**config.mk**
```make
export PLATFORM = sky130hd
export DESIGN_NAME = datapath_regs
export DESIGN_NICKNAME = d
export VERILOG_FILES = /design/src/rtl/datapath_regs.sv
export SDC_FILE = /design/constraint.sdc
export NUM_CORES = 1
export LEC_CHECK = 0
export BUFFER_PORTS_ARGS = -buffer_cell sky130_fd_sc_hd__buf_2
export CAP_MARGIN = 10
export CORE_ASPECT_RATIO = 1.25
export CORE_MARGIN = 3
export CORE_UTILIZATION = 35
export CTS_CLUSTER_DIAMETER = 200
export DETAILED_ROUTE_END_ITERATION = 10
export GPL_TIMING_DRIVEN = 0
export PLACE_DENSITY = 0.56
export RECOVER_POWER = 50
export SLEW_MARGIN = 20
export SYNTH_ARGS = -nofsm -noshare
export SYNTH_HDL_FRONTEND = slang
export SYNTH_SLANG_ARGS = --single-unit
```
**constraint.sdc**
```tcl
create_clock -name clk -period 3.02 [get_ports clk]
set_clock_uncertainty 0.05 [all_clocks]
set_input_delay 0.604 -clock clk [delete_from_list [all_inputs] [get_ports clk]]
set_output_delay 0.604 -clock clk [all_outputs]
set_load 0.01 [all_outputs]
```
**src/rtl/datapath_regs.sv**
```systemverilog
// Register file, shared bus mux and ALU for the processor datapath under the control FSM.
// Latency: bus/ALU/dmem strobes are combinational; register loads and increments land 1 cycle after the strobe.
// Backpressure: none; strobes are honoured every cycle and memory data is taken as valid when selected.
module datapath_regs #(
  parameter int DATA_W  = 16,
  parameter int IADDR_W = 8,
  parameter int DADDR_W = 8
) (
  input  logic               clk,
  input  logic               rst_n,
  input  logic [3:0]         read_en,
  input  logic [15:0]        write_en,
  input  logic [15:0]        inc_en,
  input  logic [2:0]         alu_op,
  input  logic [DATA_W-1:0]  imem_data,
  input  logic [DATA_W-1:0]  dmem_rdata,
  output logic [DATA_W-1:0]  instruction,
  output logic [DATA_W-1:0]  z,
  output logic [IADDR_W-1:0] imem_addr,
  output logic [DADDR_W-1:0] dmem_addr,
  output logic               dmem_we,
  output logic [DATA_W-1:0]  dmem_wdata,
  output logic [DATA_W-1:0]  bus
);

  localparam logic [DATA_W-1:0] ONE = {{(DATA_W-1){1'b0}}, 1'b1};

  logic [DATA_W-1:0] pc, dar, ir, ac, r;
  logic [DATA_W-1:0] r1, r2, r3, r4, r5;
  logic              z_flag;
  logic [DATA_W-1:0] bus_val;
  logic [DATA_W-1:0] alu_result;

  // Strobe bits with no target and address bits above the memory widths are dropped on purpose.
  logic unused_bits;
  assign unused_bits = ^{write_en[0], write_en[3], write_en[13], inc_en[0], inc_en[15:7],
                         pc[DATA_W-1:IADDR_W], dar[DATA_W-1:DADDR_W]};

  // Shared bus: one source per read_en code, unlisted codes read as zero.
  always_comb begin
    bus_val = '0;
    case (read_en)
      4'd2:    bus_val = dar;
      4'd5:    bus_val = ac;
      4'd6:    bus_val = r;
      4'd7:    bus_val = r1;
      4'd8:    bus_val = r2;
      4'd9:    bus_val = r3;
      4'd10:   bus_val = r4;
      4'd11:   bus_val = r5;
      4'd12:   bus_val = dmem_rdata;
      4'd13:   bus_val = imem_data;
      default: bus_val = '0;
    endcase
  end

  // ALU on the current AC and R; carries and shifted-out bits are discarded.
  always_comb begin
    alu_result = ac;
    case (alu_op)
      3'd1:    alu_result = ac + r;
      3'd2:    alu_result = ac - r;
      3'd3:    alu_result = {ac[DATA_W-2:0], 1'b0};
      3'd4:    alu_result = {1'b0, ac[DATA_W-1:1]};
      default: alu_result = ac;
    endcase
  end

  // Control-path registers: a load beats an increment of the same register.
  always_ff @(posedge clk or negedge rst_n) begin
    if (!rst_n) begin
      pc  <= '0;
      dar <= '0;
      ir  <= '0;
    end else begin
      if (write_en[1])     pc <= bus_val;
      else if (inc_en[1])  pc <= pc + ONE;
      if (write_en[2])     dar <= bus_val;
      else if (inc_en[3])  dar <= dar + ONE;
      if (write_en[4])     ir <= bus_val;
    end
  end

  // Accumulator, ALU operand and zero flag: ALU write-back beats a bus load, which beats increment.
  always_ff @(posedge clk or negedge rst_n) begin
    if (!rst_n) begin
      ac     <= '0;
      r      <= '0;
      z_flag <= 1'b0;
    end else begin
      if (write_en[14])     ac <= alu_result;
      else if (write_en[5]) ac <= bus_val;
      else if (inc_en[2])   ac <= ac + ONE;
      if (write_en[6])      r <= bus_val;
      if (write_en[15])     z_flag <= (alu_result == '0);
    end
  end

  // General-purpose registers; R1-R3 also have increment strobes.
  always_ff @(posedge clk or negedge rst_n) begin
    if (!rst_n) begin
      r1 <= '0;
      r2 <= '0;
      r3 <= '0;
      r4 <= '0;
      r5 <= '0;
    end else begin
      if (write_en[7])      r1 <= bus_val;
      else if (inc_en[4])   r1 <= r1 + ONE;
      if (write_en[8])      r2 <= bus_val;
      else if (inc_en[5])   r2 <= r2 + ONE;
      if (write_en[9])      r3 <= bus_val;
      else if (inc_en[6])   r3 <= r3 + ONE;
      if (write_en[10])     r4 <= bus_val;
      if (write_en[11])     r5 <= bus_val;
    end
  end

  assign bus         = bus_val;
  assign dmem_wdata  = bus_val;
  assign dmem_we     = write_en[12];
  assign instruction = ir;
  assign z           = {{(DATA_W-1){1'b0}}, z_flag};
  assign imem_addr   = pc[IADDR_W-1:0];
  assign dmem_addr   = dar[DADDR_W-1:0];

endmodule

```
==> metrics.yaml <==
route:
  drcViolationCount: 0
  final_antenna_net_count: 0
  vias: 10200
  avgViaCountPerCell: 5.72
  wl_per_cell_um: 22.5
  dr.pass1.iters: 5
  wl_mm: 40.0
  drt_iter0_markers: 938
grt:
  antenna_found_initial: 0
  grt-ovfl-total: 0
  grt_use_total: 0.257
  grt_max_degree: 92
  grt_pass1_vias: 9615
  grt_pass1_wl_mm: 59.4
synthesis:
  syn_avg_cell_area_sq_um: 8.33
  synth_warnings: 0
  async_flop_share: 1.00
  synth.distinct_cells: 67
  synth_edf_count: 0
  syn_inst: 1208
  synth_flop_cell: "dfrtp_1"
  seq_area_frac_synth: 0.381
  synthesis.area_sq_mm: 0.0101
  synth_seq_cells: 153
status:
  status: "complete, but fails checks"
  violations: "max-capacitance violations, max-slew violations, negative setup slack"
die:
  die_y_um: 196
  core_area_sq_mm: 0.0280
  initial_core_util: 0.359
  rows: 68
  dieArea_sq_mm: 0.0308
  pin_count: 154
  die_x_um: 158
timing:
  fin_crit_ps: 3400
  finalSetupViolations: 13
  rsz0062_at_grt: "yes"
  report.final.slew_viol_count: 64
  worstMarginPinSlew_ps: 1600
  fin_ws_ps: -384
  hold_viol_final: 0
  fin_crit_sh: 1.13
  worst_slew_margin_rel: -0.0694
  clock.fmax_ghz: 0.294
final_layout:
  nets: 1507
  drive_above_1_share: 0.261
  antenna_cells: 0
  area_delta_synth_final_pct: 29.7
  design_area_sq_mm: 0.0130
  stdcell_count: 1774
placed_design:
  gp_congestion: 0.926
  dp_cells: 1689
  place_area_sq_mm: 0.0112
  io_buffers: 116
  hpwl_mm: 27.5
critical_path:
  cp_max_fo: 6
  r2r-start: "r[5]$_DFFE_PN0P_"
  path_class: "flip-flop to flip-flop"
  rr_worst_depth: 14
  arrival_ps: 3710
  cp.required_ps: 3330
  cp-start-kind: "flip-flop"
  reg2reg_slack_ps: -380
  r2r-end: "z_flag$_DFFE_PN0P_"
  cp-end-kind: "flip-flop"
worst_hold_path:
  min_to: "instruction[1]$_DFFE_PN0P_"
  hold_class: "primary input to flip-flop"
  hold_start: "write_en[4]"
  min_path_cells: 2
run:
  max_cap_violations: 1
power_and_ir_drop:
  p_per_area_mw_per_mm2: 642
  peakVddDrop_mv: 0.465
  leakagePower_nw: 5.69
cts:
  h-tree-depth: 4
  clock-sinks: 153
  clock_path_buffers: 2
  clk_latency_ps: 440
  clock-root-buffer: "clkbuf_16"
  cts_tree: "yes"
  clk_pin_slew_ps: 70
  cts_made_buffers: 17
-- power breakdown --
part / leakage, nW / internal (mW) / switching [mW] / total (mW)
registers: 1.83 / 2.39 / 0.470 / 2.86
clock network: 0.304 / 1.41 / 0.935 / 2.34
logic: 3.56 / 1.36 / 1.81 / 3.17
-- synth_stat cells, drive strengths merged, types with 29 or more instances --
cell	n	area, sq um
nor2	199	749
nand2	67	251
xor2	41	359
xnor2	64	561
and3	33	206
a221oi	37	330
clkbuf	80	300
o21ai	29	145
buf	48	360
inv	31	116
a22o	31	272
dfrtp	153	3830
a21oi	167	836
-- worst max-delay path: stages, from the launching register on --
cell and delay (ps):
dfrtp_2 420, nor3_2 240, nand3b_1 190, buf_4 180
nand2_1 90, xor2_2 170, ha_1 300, and3_4 210
a221o_2 440, a21oi_2 150, or2_1 170, a31o_2 160
a211o_1 200, o221ai_2 130, o31ai_2 210
-- registers in the layout (all words and copies together) (netlist names), 16 cells and up --
| signal | flops |
|---|---|
| ac | 16 |
| dar | 16 |
| instruction | 16 |
| r1 | 16 |
| r2 | 16 |
| r3 | 16 |
| r4 | 16 |
| r5 | 16 |
| r | 16 |
-- worst max path at each step --
stage | startpoint | end | cells after the start
6_report | r[5]$_DFFE_PN0P_ | z_flag$_DFFE_PN0P_ | 14
3_5_place_dp | read_en[3] | dmem_wdata[1] | 10
2_1_floorplan | alu_op[1] | z_flag$_DFFE_PN0P_ | 15
5_1_grt | r[5]$_DFFE_PN0P_ | z_flag$_DFFE_PN0P_ | 13
4_1_cts | r[1]$_DFFE_PN0P_ | z_flag$_DFFE_PN0P_ | 14
3_3_place_gp | read_en[3] | dmem_wdata[1] | 10
-- cell usage in the layout, fill, tap and decap left out, drive strengths merged, types with 8 or more instances in the layout --
| cell | count |
|---|---|
| a22oi | 18 |
| ha | 22 |
| clkbuf | 109 |
| nor2 | 199 |
| nor3 | 20 |
| nand2b | 10 |
| a21oi | 167 |
| mux2i | 11 |
| conb | 15 |
| nand4 | 24 |
| xnor2 | 64 |
| xor2 | 41 |
| o21ai | 29 |
| a22o | 31 |
| inv | 33 |
| nand3 | 24 |
| nand2 | 67 |
| and3 | 33 |
| o31ai | 8 |
| o211ai | 8 |
| buf | 207 |
| a221oi | 37 |
| dfrtp | 153 |
-- stage by stage --
stage | hold slack [ps] | worst slack (ps) | TNS (ps) | utilization | power, mW
2_1_floorplan | 258 | -347 | -1070 | - | 4.47
3_3_place_gp | 441 | -1380 | -254750 | 0.400 | 5.42
3_5_place_dp | 441 | -1350 | -81750 | 0.401 | 5.46
4_1_cts | 58.6 | -346 | -1440 | 0.454 | 8.13
5_1_grt | 398 | -499 | -22370 | 0.466 | 8.78
6_report | 398 | -384 | -2020 | 0.466 | 8.37
-- what timing repair did --
action,4_1_cts,5_1_grt
gates resized for setup,153,51
setup buffers,32,32
hold endpoints to repair,0,0
setup endpoints to repair,52,20
pin swaps,35,38
cloned,0,2
hold buffers,0,0
-- logic make-up after synthesis --
logic type,Yosys count,synth area share
simple gates,404,0.183
compound gates,349,0.224
buf+inv,159,0.0772
flops,153,0.381
xor+xnor,105,0.0914
fa+ha+maj,23,0.0293
mux,14,0.0143
other cells,1,0.000373
-- area by class of cell --
cell class                      count  area (sq um)
Fill cell                        2716         14900
Multi-Input combinational cell    910          6100
Sequential cell                   153          3840
Timing Repair Buffer              183          1120
Buffer                            115           790
Clock buffer                       18           439
Tap cell                          350           438
Clock inverter                     14           195
Inverter                           31           126
-- routing by layer --
metal / vias to the layer above / global-route usage / part of all wire
met5: - / 0 / 0
met4: 0 / 0.149 / 0.064
met3: 112 / 0.0448 / 0.077
met2: 515 / 0.401 / 0.46
met1: 4886 / 0.332 / 0.40
li1: 4640 / - / -
Note: power is estimated with default switching activity, not from simulation.
